[src/rtl/alu_seq16.sv]
// Nibble-serial sequencer that runs W-bit operations (W = 4*NIBBLES) on an
// external 4-bit ALU. It chains carries between nibbles, assembles the wide
// result and produces whole-word flags behind a start/busy/done handshake.
module alu_seq16 #(
  parameter int unsigned NIBBLES = 4
) (
  input  logic                   clk,
  input  logic                   reset,
  input  logic                   start,
  input  logic [2:0]             op,
  input  logic [4*NIBBLES-1:0]   a,
  input  logic [4*NIBBLES-1:0]   b,
  input  logic                   cin,
  output logic [3:0]             alu_a,
  output logic [3:0]             alu_b,
  output logic                   alu_cin,
  output logic [2:0]             alu_op,
  input  logic [3:0]             alu_r,
  input  logic                   alu_zero,
  input  logic                   alu_carry,
  input  logic                   alu_sign,
  output logic [4*NIBBLES-1:0]   result,
  output logic                   zero,
  output logic                   carry,
  output logic                   sign,
  output logic                   busy,
  output logic                   done
);

  localparam int unsigned W     = 4 * NIBBLES;
  localparam int unsigned IDX_W = (NIBBLES > 1) ? $clog2(NIBBLES) : 1;
  localparam logic [IDX_W-1:0] LAST_IDX = IDX_W'(NIBBLES - 1);

  typedef enum logic [1:0] {
    IDLE = 2'd0,
    RUN  = 2'd1,
    DONE = 2'd2
  } state_t;

  state_t           state, state_n;
  logic [IDX_W-1:0] idx, idx_n;
  logic [W-1:0]     a_lat, a_lat_n;
  logic [W-1:0]     b_lat, b_lat_n;
  logic [2:0]       op_lat, op_lat_n;
  logic             cin_lat, cin_lat_n;
  logic             carry_reg, carry_reg_n;
  logic             zero_acc, zero_acc_n;
  logic [W-1:0]     result_n;
  logic             zero_n, carry_n, sign_n, busy_n, done_n;

  // Word zero is recomputed from captured nibbles and word sign is taken from
  // the captured top nibble, so the ALU's own zero/sign outputs are not needed.
  logic [1:0] unused_alu_flags;
  assign unused_alu_flags = {alu_zero, alu_sign};

  // Drive the ALU with the current nibble; logic ops never see a chained carry.
  always_comb begin
    alu_a   = a_lat[{idx, 2'b00} +: 4];
    alu_b   = b_lat[{idx, 2'b00} +: 4];
    alu_op  = op_lat;
    alu_cin = (idx == '0) ? cin_lat : (op_lat[2] ? 1'b0 : carry_reg);
  end

  // Next-state and next-output logic.
  always_comb begin
    state_n     = state;
    idx_n       = idx;
    a_lat_n     = a_lat;
    b_lat_n     = b_lat;
    op_lat_n    = op_lat;
    cin_lat_n   = cin_lat;
    carry_reg_n = carry_reg;
    zero_acc_n  = zero_acc;
    result_n    = result;
    zero_n      = zero;
    carry_n     = carry;
    sign_n      = sign;
    busy_n      = 1'b0;
    done_n      = 1'b0;

    case (state)
      IDLE, DONE: begin
        if (start) begin
          a_lat_n     = a;
          b_lat_n     = b;
          op_lat_n    = op;
          cin_lat_n   = cin;
          idx_n       = '0;
          carry_reg_n = 1'b0;
          zero_acc_n  = 1'b1;
          result_n    = '0;
          zero_n      = 1'b0;
          carry_n     = 1'b0;
          sign_n      = 1'b0;
          busy_n      = 1'b1;
          state_n     = RUN;
        end else if (state == DONE) begin
          state_n = IDLE;
        end
      end
      RUN: begin
        result_n[{idx, 2'b00} +: 4] = alu_r;
        carry_reg_n = alu_carry;
        zero_acc_n  = zero_acc & (alu_r == 4'h0);
        if (idx == LAST_IDX) begin
          idx_n   = '0;
          state_n = DONE;
          done_n  = 1'b1;
          carry_n = op_lat[2] ? 1'b0 : alu_carry;
          sign_n  = alu_r[3];
          zero_n  = zero_acc_n;
        end else begin
          idx_n  = idx + IDX_W'(1);
          busy_n = 1'b1;
        end
      end
      default: state_n = IDLE;
    endcase
  end

  // State and output registers with synchronous reset.
  always_ff @(posedge clk) begin
    if (reset) begin
      state     <= IDLE;
      idx       <= '0;
      a_lat     <= '0;
      b_lat     <= '0;
      op_lat    <= '0;
      cin_lat   <= 1'b0;
      carry_reg <= 1'b0;
      zero_acc  <= 1'b0;
      result    <= '0;
      zero      <= 1'b0;
      carry     <= 1'b0;
      sign      <= 1'b0;
      busy      <= 1'b0;
      done      <= 1'b0;
    end else begin
      state     <= state_n;
      idx       <= idx_n;
      a_lat     <= a_lat_n;
      b_lat     <= b_lat_n;
      op_lat    <= op_lat_n;
      cin_lat   <= cin_lat_n;
      carry_reg <= carry_reg_n;
      zero_acc  <= zero_acc_n;
      result    <= result_n;
      zero      <= zero_n;
      carry     <= carry_n;
      sign      <= sign_n;
      busy      <= busy_n;
      done      <= done_n;
    end
  end

endmodule

[config.mk]
export PLATFORM = sky130hd
export DESIGN_NAME = alu_seq16
export DESIGN_NICKNAME = d
export VERILOG_FILES = /design/src/rtl/alu_seq16.sv
export SDC_FILE = /design/constraint.sdc
export NUM_CORES = 1
export LEC_CHECK = 0
export BUFFER_PORTS_ARGS = -buffer_cell sky130_fd_sc_hd__buf_4
export CORE_MARGIN = 2
export CORE_UTILIZATION = 46
export DETAILED_ROUTE_END_ITERATION = 10
export PLACE_DENSITY = 0.76
export SKIP_LAST_GASP = 1
export SLEW_MARGIN = 20
export SYNTH_ARGS = -nofsm -noshare
export SYNTH_HDL_FRONTEND = slang
export SYNTH_SLANG_ARGS = --single-unit
[constraint.sdc]
create_clock -name clk -period 4.5 [get_ports clk]
set_clock_uncertainty 0.05 [all_clocks]
set_input_delay 0 -clock clk [delete_from_list [all_inputs] [get_ports clk]]
set_output_delay 0 -clock clk [all_outputs]
set_load 0.02 [all_outputs]
## Word level (Yosys, flattened, before mapping)

Index checks and enable logic that the tools add are counted.

- Register bits: 63

- Add/subtract/negate cells: 2
- Eq/ne operators: 6
- Shifts and indexed selects: 4
- Multiplexer cells: 27
- Bitwise logic cells: 2
- Reductions and logical operators: 10

Operators by type and width:

| operator | count |
|---|---|
| one-hot mux 16 bit (2 select lines) | 1 |
| variable part select 16 x 5 -> 4 bit | 2 |
| bitwise mux 16 bit | 1 |
| 2-to-1 mux 16 bit | 1 |
| variable shift 4 x 6 -> 16 bit (first input constant) | 1 |
| variable part select 4 x 6 -> 16 bit | 1 |
| one-hot mux 1 bit (2 select lines) | 6 |
| 2-to-1 mux 1 bit | 11 |
| 2-to-1 mux 2 bit | 5 |
| one-hot mux 2 bit (2 select lines) | 2 |
| negator 4 -> 6 bit | 1 |
| AND reduction 2 bit | 3 |
| == test 2 bit (second input constant) | 2 |
| logical NOT 2 bit | 2 |
| logical NOT 4 bit | 1 |
| != test 2 bit (second input constant) | 2 |
| OR reduction 2 bit | 2 |
| != test 3 bit (second input constant) | 1 |
| AND reduction 3 bit | 1 |
| adder 2 x 1 -> 2 bit (second input constant) | 1 |
| == test 2 x 1 -> 1 bit (second input constant) | 1 |
| nonzero test 2 bit | 1 |
| bitwise AND 1 bit | 1 |
| inverter 1 bit | 1 |

## Depth between registers and ports, before layout

Gate-level depths: netlist (run 1).

- Depth in word-level cells: 4
- Gate-level depth with buffers: 6
- Mapped depth without buffers: 5

## Least setup slack after synthesis (run 1)

No wires, ideal clock.

- Path type: reg-to-reg
- Start: reg idx[1]
- End: reg result[12]
- Arrival time: 1736 ps
- Data required time: 4391 ps
- Path slack: 2655 ps
- Stages on the path, launching flop included: 7
- Buffers on the path: 1
- Period minus slack after synthesis: 1845 ps
- Cell sequence: dfxtp_1 -> clkbuf_1 -> inv_1 -> ha_1 -> nor4b_4 -> and4b_1 -> a22o_1

- Word-level cells in the longest chain between the ends: 4
- Elaborated cells between the ends (all ways): 5
- Classes of those cells: add/sub: 1; shift: 2; mux: 2

RTL lines:

| what | line | source |
|---|---|---|
| start: declaration | 41 | `logic [IDX_W-1:0] idx, idx_n;` |
| start signal: assignment | 140 | `idx <= idx_n;` |
| negator 4 -> 6 bit * | 102 | `result_n[{idx, 2'b00} +: 4] = alu_r;` |
| variable part select 4 x 6 -> 16 bit / variable shift 4 x 6 -> 16 bit (equally long branches) | 102 |  |
| bitwise mux 16 bit * | 102 |  |
| one-hot mux 16 bit (2 select lines) * | 81 | `case (state)` |
| end signal: assignment | 147 | `result <= result_n;` |
| end: declaration | 22 | `output logic [4*NIBBLES-1:0] result,` |

Mark *: on every way between the ends. The rest lies on a longest branch, timed or not.
A chain may end at the register's enable or synchronous reset.

## Final worst setup path (run 1)

- Start: reg idx[0]
- End: reg result[14]

Same word-level chain as after synthesis.

==> results.py, run 1 <==
metrics = {
    "cells_and_area": {
        "num-fill-cells": 417,
        "diodes": 0,
        "drive_above_1_share_pct": 26.7,
        "fin_nets": 437,
        "area_growth_pct": 47.3,
        "fin_cells": 462,
        "largestRegisters": "a_lat (16), b_lat (16), result (16)",
        "ff_latch_area_um2": 1260,
        "multi_input_area_um2": 1170,
    },
    "pwr": {
        "irDropWorstVdd_mv": 0.308,
        "p_switching_mw": 0.334,
        "seqPwrFrac_pct": 45.5,
        "powerDensity_nw_per_um2": 354,
        "p_int_mw": 0.991,
        "p_leak_nw": 1.53,
        "combPwrFrac_pct": 14.2,
        "clockPowerShare_pct": 40.3,
        "swShare_pct": 25.2,
    },
    "grt": {
        "grt_pass1_vias": 2283,
        "grt_pass1_wl_um": 10200,
        "overflow": 0,
        "grt_max_degree": 56,
        "track_usage_pct": 21.4,
        "grt_busiest_layer": "met2",
        "gr-usage-met3_pct": 4.60,
        "antenna_found_initial": 0,
        "grt_use_met2_pct": 34.5,
        "grtUsageMet1_pct": 26.2,
    },
    "timing": {
        "fin_crit_ns": 2.42,
        "fin_crit_sh_pct": 53.8,
        "max_freq_mhz": 413,
        "setup_viol": 0,
        "finalMaxSlewViolations": 0,
        "hold_viol": 0,
        "rsz0062_at_grt": "no",
        "relSlewSlack_pct": 37.9,
        "setup_tns_ns": 0,
        "tightestPinTransition_ns": 0.930,
    },
    "drt": {
        "antenna_left": 0,
        "drcViolationCount": 0,
        "finalWirelength_um": 6240,
        "detail_route.iter0.violations": 150,
        "vias": 2352,
        "drt-wirelength-per-cell_um": 13.5,
        "via_per_inst": 5.09,
        "drt_first_pass_iters": 5,
    },
    "logic_synthesis": {
        "syn-num-nets": 328,
        "yosys.area_share.simple_pct": 20.0,
        "synth_area_um2": 2540,
        "synth_compound_area_share_pct": 15.9,
        "synth-xor-area-share_pct": 0,
        "synth_warnings": 0,
        "synth.ff_latch_count": 63,
        "yosys-mux-area-fraction_pct": 7.10,
        "synth_sequential_area_ratio_pct": 49.7,
        "synth-adder-area-share_pct": 2.96,
        "synth_cell_types": 32,
        "syn_inst": 276,
        "avgSynthCellArea_um2": 9.20,
        "synth_top_family_by_area": "simple AND/OR/NAND/NOR gates",
    },
    "floorplanning": {
        "dieHeight_um": 78.3,
        "coreArea_um2": 5410,
        "rows": 27,
        "die_w_um": 78.3,
        "initial_utilization_pct": 47.0,
        "die-area_um2": 6130,
        "io-pin-count": 79,
    },
    "cts": {
        "clock_sinks": 63,
        "clockBufferDepth": 2,
        "cts_tree": "yes",
        "clock_latency_ns": 0.34,
        "cts_buffers": 9,
        "clkTransAtPathRegs_ns": 0.07,
        "clockRootBuffer": "clkbuf_8",
        "cts_htree_levels": 3,
    },
    "critical_path": {
        "worst-path-max-fanout": 18,
        "worstSetupStartpoint": "idx[0]",
        "regToRegSetupSlack_ns": 2.08,
        "worst_setup_path_start_kind": "register",
        "end_kind": "register",
        "reg2reg_to": "result[14]",
        "critPathArrivalTime_ns": 2.65,
        "r2r_cells": 5,
        "crit_path_end": "result[14]",
        "worstSetupPathType": "register to register",
        "r2r_start": "idx[0]",
        "worstPathRequired_ns": 4.73,
    },
    "placement": {
        "place_inst": 405,
        "gp_congestion": 0.761,
        "portBuffers": 76,
        "dp.final_hpwl_um": 3610,
    },
    "run_status": {
        "status": "completed",
    },
    "hold_path": {
        "min_path_type": "input port to register",
    },
    "run": {
        "max-cap-violations": 0,
    },
}
Yosys cell counts:
library cell	n	area, µm²
nand2_1	77	289
nor2b_1	1	6.26
buf_2	6	30.0
ha_1	6	75.1
o21ai_0	2	10.0
buf_4	3	22.5
clkbuf_2	1	5.00
a211oi_2	1	12.5
nand3_1	11	55.1
buf_6	1	11.3
and4_1	2	17.5
dfxtp_1	63	1260
a21oi_1	46	230
nor2_1	4	15.0
o21a_1	1	7.51
mux4_2	8	180
nand4_1	4	25.0
o2111ai_1	2	17.5
nor3b_1	2	15.0
nor4_1	1	6.26
clkbuf_1	8	30.0
a22o_1	11	96.3
a31oi_1	1	6.26
inv_1	3	11.3
nor4b_4	1	23.8
nor2b_2	1	8.76
nand2b_1	2	12.5
a211oi_1	2	15.0
o2bb2ai_1	1	8.76
and4b_1	1	10.0
nand3b_1	2	15.0
nor4b_1	1	8.76
power groups by stage:
| stage | Combinational [mW] | Clock, mW | Sequential, mW |
|---|---|---|---|
| global route | 0.205 | 0.575 | 0.607 |
| finish | 0.188 | 0.534 | 0.603 |
| global placement | 0.156 | 0 | 0.614 |
| detailed placement | 0.157 | 0 | 0.616 |
| CTS | 0.186 | 0.543 | 0.603 |
| floorplan | 0.0997 | 0 | 0.611 |
final cells by class:
cell class	instances	area share, %
Clock buffer	9	3.31
Multi-Input combinational cell	191	31.4
Sequential cell	63	33.7
Inverter	3	0.301
Clock inverter	7	2.61
Timing Repair Buffer	117	26.2
Tap cell	72	2.41
per-stage QoR:
step | area [µm²] | hold slack, ns | util (%) | power [mW] | worst slack (ns)
detailed placement | 3110 | 0.205 | 57.5 | 0.773 | 2.07
global route | 3740 | 0.102 | 69.2 | 1.39 | 1.90
floorplan | 2540 | 0.0757 | - | 0.711 | 2.65
global placement | 3110 | 0.198 | 57.5 | 0.770 | 2.13
CTS | 3740 | 0.0829 | 69.2 | 1.33 | 2.06
finish | 3740 | 0.0863 | 69.2 | 1.32 | 2.08
routing by layer:
metal / wire length, µm / up-vias
met5: 0 / -
met4: 191 / 0
met3: 261 / 16
met2: 3030 / 67
met1: 2750 / 1087
li1: - / 1182
cell families (layout without fill, tap and decap cells):
kind of cell             after synthesis  count (layout)
AND/OR/NAND/NOR                      110             110
AO/OA/AOI/OAI                         67              67
buffers and inverters                 22             136
flip-flops                            63              63
adder cells (fa/ha/maj)                6               6
multiplexers                           8               8
what timing repair did:
| item | CTS | global route |
|---|---|---|
| endpoints found under the hold margin | 55 | 0 |
| resized for setup | 0 | 0 |
| hold buffers | 41 | 0 |
| setup buffers | 0 | 0 |
critical path: stages (launching register included):
cell,delay (ns)
dfxtp_1,0.93
inv_1,0.22
ha_1,0.34
nor4b_4,0.35
and4b_1,0.31
a22o_1,0.16
worst min path at each step:
| stage | endpoint | slack (ns) | depth (start not counted) | from |
|---|---|---|---|---|
| finish | state[0] | 0.09 | 2 | reset |
| global route | state[0] | 0.10 | 2 | reset |
| CTS | state[0] | 0.08 | 2 | reset |
| detailed placement | a_lat[10] | 0.20 | 3 | a[10] |
| global placement | a_lat[10] | 0.20 | 3 | a[10] |
| floorplan | result[10] | 0.08 | 1 | alu_r[2] |
cell usage in the layout (no fill, tap or decap), types with 3 or more instances in the layout:
| cell | instances |
|---|---|
| a21oi_1 | 46 |
| a22o_1 | 11 |
| buf_4 | 76 |
| clkbuf_8 | 9 |
| dfxtp_1 | 63 |
| dlygate4sd3_1 | 41 |
| ha_1 | 6 |
| inv_1 | 3 |
| mux4_2 | 8 |
| nand2_1 | 77 |
| nand3_1 | 11 |
| nand4_1 | 4 |
| nor2_1 | 4 |
Note: power is estimated with default switching activity, not from simulation.
==> run 2: changes to the inputs <==
==> constraint.sdc (replaced) <==
create_clock -name clk -period 2.25 [get_ports clk]
set_clock_uncertainty 0.05 [all_clocks]
set_input_delay 0 -clock clk [delete_from_list [all_inputs] [get_ports clk]]
set_output_delay 0 -clock clk [all_outputs]
set_load 0.02 [all_outputs]
==> run 2 against run 1 <==
Net effect: combinational power up 110%; count of clock-buffer cells in the layout rose by 6; power grew 86%; first-iteration DRC count shrank 22%; setup slack got worse by 1.6 ns; sequential power grew 97%.
==> results.py, run 2 (synthesis results as in run 1) <==
metrics = {
    "run_status": {
        "status": "completed",
    },
    "hold_path": {
        "hold_path_depth": 4,
        "min_to": "alu_op[2]",
        "hold_start": "start",
        "min_path_type": "input port to register",
    },
    "critical_path": {
        "r2r_start": "state[0]",
        "end_kind": "register",
        "worstSetupStartpoint": "state[0]",
        "worstPathRequired_ns": 2.45,
        "worst-path-max-fanout": 28,
        "r2r_cells": 4,
        "critPathArrivalTime_ns": 1.98,
        "worstSetupPathType": "register to register",
        "regToRegSetupSlack_ns": 0.47,
        "reg2reg_to": "a_lat[0]",
        "worst_setup_path_start_kind": "register",
    },
    "placement": {
        "dp.final_hpwl_um": 3870,
        "portBuffers": 76,
        "gp_congestion": 0.739,
        "dpl_cell_area_um2": 3150,
    },
    "cells_and_area": {
        "largestRegisters": "a_lat (16), b_lat (16), result (16)",
        "ff_latch_area_um2": 1260,
        "fin_nets": 442,
        "drive_above_1_share_pct": 26.6,
        "final_common_cell": "buf_4",
        "final_cell_mix": "buf_4 (81), nand2_1 (77), dfxtp_1 (63)",
        "diodes": 0,
        "postLayoutCoreUtil_pct": 69.1,
        "final_area_um2": 3730,
        "area_growth_pct": 47.0,
        "num-fill-cells": 426,
        "multi_input_area_um2": 1170,
    },
    "grt": {
        "track_usage_pct": 22.1,
        "grt_max_degree": 56,
        "grt_pass1_wl_um": 10400,
        "overflow": 0,
        "antenna_found_initial": 0,
        "grt_pass1_vias": 2293,
    },
    "cts": {
        "clkTransAtPathRegs_ns": 0.06,
        "clock_sinks": 63,
        "clock_latency_ns": 0.33,
        "clockRootBuffer": "clkbuf_8",
        "cts_tree": "yes",
        "clockBufferDepth": 2,
        "cts_buffers": 9,
        "cts_htree_levels": 3,
    },
    "timing": {
        "max_freq_mhz": 563,
        "setup_viol": 0,
        "relSlewSlack_pct": 62.1,
        "rsz0062_at_grt": "no",
        "setup_tns_ns": 0,
        "tightestPinTransition_ns": 0.568,
        "hold_viol": 0,
        "finalMaxSlewViolations": 0,
        "fin_crit_sh_pct": 78.9,
        "fin_crit_ns": 1.78,
    },
    "floorplanning": {
        "dieHeight_um": 78.3,
        "die_w_um": 78.3,
        "io-pin-count": 79,
        "rows": 27,
        "die-area_um2": 6130,
        "coreArea_um2": 5410,
        "initial_utilization_pct": 47.0,
    },
    "run": {
        "max-cap-violations": 0,
    },
    "drt": {
        "antenna_left": 0,
        "via_per_inst": 5.15,
        "finalWirelength_um": 6390,
        "drt_first_pass_iters": 5,
        "drt-wirelength-per-cell_um": 13.7,
        "vias": 2399,
        "drcViolationCount": 0,
        "detail_route.iter0.violations": 117,
    },
    "pwr": {
        "powerDensity_nw_per_um2": 661,
        "p_leak_nw": 1.54,
        "irDropWorstVdd_mv": 0.401,
    },
}
==> run 2: changes by cell type in the layout (fill, tap and decap cells not counted), sizes merged <==
cell / before / now
buf: 76 / 81
bufinv: 2 / 0
clkinv: 3 / 0
clkinvlp: 2 / 0
clkbuf: 9 / 15
==> run 2: what timing repair did <==
action	CTS	global route
hold buffers	41	0
endpoints found under the hold margin	55	0
resized for setup	0	0
buffers inserted	0	0
==> run 2: cell type report <==
cell class	count	share of cell area, %
Sequential cell	63	33.8
Multi-Input combinational cell	191	31.5
Timing Repair Buffer	122	27.3
Clock buffer	15	4.73
Tap cell	72	2.41
Inverter	3	0.302
==> run 2: metal layers <==
metal,vias to the layer above,global-route usage [%],wire [µm]
li1,1193,-,-
met1,1094,26.6,2710
met2,90,36.5,3110
met3,22,5.06,339
met4,0,12.5,229
met5,-,0,0
==> run 2: worst max-delay path by stage <==
| stage | end | slack (ns) |
|---|---|---|
| floorplan | result[12] | 0.40 |
| global placement | a_lat[7] | 0.62 |
| detailed placement | a_lat[5] | 0.56 |
| finish | a_lat[0] | 0.47 |
| global route | a_lat[0] | 0.38 |
| CTS | alu_a[1] | 0.50 |
==> run 2: stage by stage <==
stage / cells / hold slack, ns / setup slack, ns / power, mW
floorplan: 276 / 0.0757 / 0.405 / 1.42
global placement: 410 / 0.199 / 0.616 / 1.55
detailed placement: 410 / 0.206 / 0.559 / 1.56
CTS: 466 / 0.0751 / 0.504 / 2.48
global route: 466 / 0.0883 / 0.378 / 2.58
finish: 466 / 0.0867 / 0.475 / 2.47
==> run 2: report_power, final <==
group | internal, mW | switching (mW)
Combinational | 0.199 | 0.202
Sequential | 1.17 | 0.0261
Clock | 0.486 | 0.387
==> run 2: worst max-delay path, cell delays in order, from the launching register on <==
cell	delay, ns
dfxtp_1	0.49
nand2b_2	0.47
buf_4	0.37
nand2_1	0.11
a21oi_1	0.20
==> run 3: changes to the inputs <==
==> constraint.sdc (replaced) <==
create_clock -name clk -period 1.75 [get_ports clk]
set_clock_uncertainty 0.05 [all_clocks]
set_input_delay 0 -clock clk [delete_from_list [all_inputs] [get_ports clk]]
set_output_delay 0 -clock clk [all_outputs]
set_load 0.02 [all_outputs]
==> run 3 against run 2 <==
Net effect: core utilization up 0.76 points; sequential power up 29%; power up 25%; largest cell class unchanged; worst hold slack better by 0.019 ns; clock power up 16%; final area up 1.1%.
==> results.py, run 3 (synthesis results as in run 1) <==
metrics = {
    "floorplanning": {
        "dieHeight_um": 78.3,
        "rows": 27,
        "coreArea_um2": 5410,
        "die_w_um": 78.3,
        "initial_utilization_pct": 47.0,
        "die-area_um2": 6130,
        "io-pin-count": 79,
    },
    "run_status": {
        "status": "completed",
    },
    "critical_path": {
        "reg2reg_to": "result[14]",
        "worst-path-max-fanout": 17,
        "critPathArrivalTime_ns": 1.60,
        "worstSetupPathType": "register to output port",
        "worst_setup_path_start_kind": "register",
        "end_kind": "output port",
        "r2r_start": "idx[0]",
        "r2r_cells": 5,
        "crit_path_end": "alu_a[3]",
        "worstPathRequired_ns": 1.70,
        "worstSetupStartpoint": "idx[0]",
        "regToRegSetupSlack_ns": 0.15,
    },
    "grt": {
        "antenna_found_initial": 0,
        "overflow": 0,
        "grt_max_degree": 35,
        "track_usage_pct": 21.6,
        "grt_pass1_vias": 2276,
        "grt_pass1_wl_um": 10400,
    },
    "cells_and_area": {
        "area_growth_pct": 48.6,
        "final_cell_mix": "buf_4 (79), nand2_1 (77), dfxtp_1 (63)",
        "postLayoutCoreUtil_pct": 69.8,
        "fin_cells": 470,
        "largestRegisters": "a_lat (16), b_lat (16), result (16)",
        "fin_nets": 445,
        "drive_above_1_share_pct": 26.4,
        "diodes": 0,
        "final_common_cell": "buf_4",
        "num-fill-cells": 427,
    },
    "pwr": {
        "irDropWorstVdd_mv": 0.542,
        "p_int_mw": 2.29,
        "p_leak_nw": 1.56,
        "seqPwrFrac_pct": 49.9,
        "p_switching_mw": 0.787,
        "combPwrFrac_pct": 17.4,
        "swShare_pct": 25.6,
        "powerDensity_nw_per_um2": 816,
        "clockPowerShare_pct": 32.7,
    },
    "drt": {
        "maxUsedRoutingLayer": "met4",
        "via_per_inst": 5.10,
        "drt-wirelength-per-cell_um": 13.3,
        "met1_length_um": 2770,
        "wl_met3_um": 341,
        "vias": 2395,
        "detail_route.iter0.violations": 126,
        "antenna_left": 0,
        "drcViolationCount": 0,
        "dr_wl_met2_um": 3080,
        "finalWirelength_um": 6240,
        "drt_first_pass_iters": 4,
    },
    "timing": {
        "fin_crit_ns": 1.65,
        "hold_viol": 0,
        "max_freq_mhz": 607,
        "relSlewSlack_pct": 68.4,
        "finalMaxSlewViolations": 0,
        "setup_tns_ns": 0,
        "rsz0062_at_grt": "no",
        "setup_viol": 0,
        "fin_crit_sh_pct": 94.1,
        "tightestPinTransition_ns": 0.471,
    },
    "hold_path": {
        "min_path_type": "input port to register",
    },
    "cts": {
        "clockBufferDepth": 2,
        "clkTransAtPathRegs_ns": 0.06,
        "clock_sinks": 63,
        "cts_tree": "yes",
        "cts_buffers": 9,
        "clockRootBuffer": "clkbuf_8",
        "cts_htree_levels": 3,
        "clock_latency_ns": 0.32,
    },
    "placement": {
        "place_inst": 412,
        "dp.final_hpwl_um": 4010,
        "portBuffers": 76,
        "gp_congestion": 0.796,
    },
    "run": {
        "max-cap-violations": 0,
    },
}
## run 3: metrics by stage
step                power [mW]  hold WS, ns  worst slack, ns  area [µm²]
CTS                       3.10       0.0939           0.0242        3770
finish                    3.08        0.106            0.103        3770
global route              3.23        0.113           0.0451        3770
global placement          2.01        0.199            0.226        3200
detailed placement        2.02        0.206            0.201        3200
floorplan                 1.83       0.0757           0.0581        2540
## run 3: critical path: stages (launching register included)
cell and delay (ns):
dfxtp_1 0.34, buf_6 0.22, mux4_2 0.54, buf_4 0.17
## run 3: layer usage
layer | track usage, % | vias to the layer above
met5 | 0 | -
met4 | 8.07 | 0
met3 | 6.21 | 6
met2 | 34.8 | 66
met1 | 27.5 | 1124
li1 | - | 1199
## run 3: how the worst min path moves through the flow
stage	start	end	slack, ns	cells after the start
after floorplan	alu_r[2]	result[10]	0.08	1
after global placement	op[2]	alu_op[2]	0.20	3
after CTS	start	cin_lat	0.09	4
after detailed placement	a[10]	a_lat[10]	0.21	3
final	start	cin_lat	0.11	4
after global routing	start	a_lat[15]	0.11	4
## run 3: what timing repair did
action | CTS | global route
gates resized for setup | 0 | 1
hold endpoints to repair | 62 | 0
buffers inserted | 0 | 0
endpoints found under the setup margin | 0 | 7
hold buffers | 42 | 0
## run 3: power by group through the flow
stage / Combinational, mW / Sequential (mW) / Clock (mW)
final: 0.535 / 1.54 / 1.01
after global routing: 0.585 / 1.54 / 1.11
after CTS: 0.532 / 1.54 / 1.03
after detailed placement: 0.457 / 1.57 / 0
after global placement: 0.451 / 1.56 / 0
after floorplan: 0.256 / 1.57 / 0
## run 3: layout make-up
cell class              count  area (µm²)  share of cell area [%]
flip-flops and latches     63        1260                    33.4
multi-input cells         191        1170                    31.1
well taps                  72        90.1                    2.39
clock buffers              15         146                    3.88
repair buffers            125        1080                    28.7
inverters                   3        11.3                   0.298
clock inverters             1        5.00                   0.133
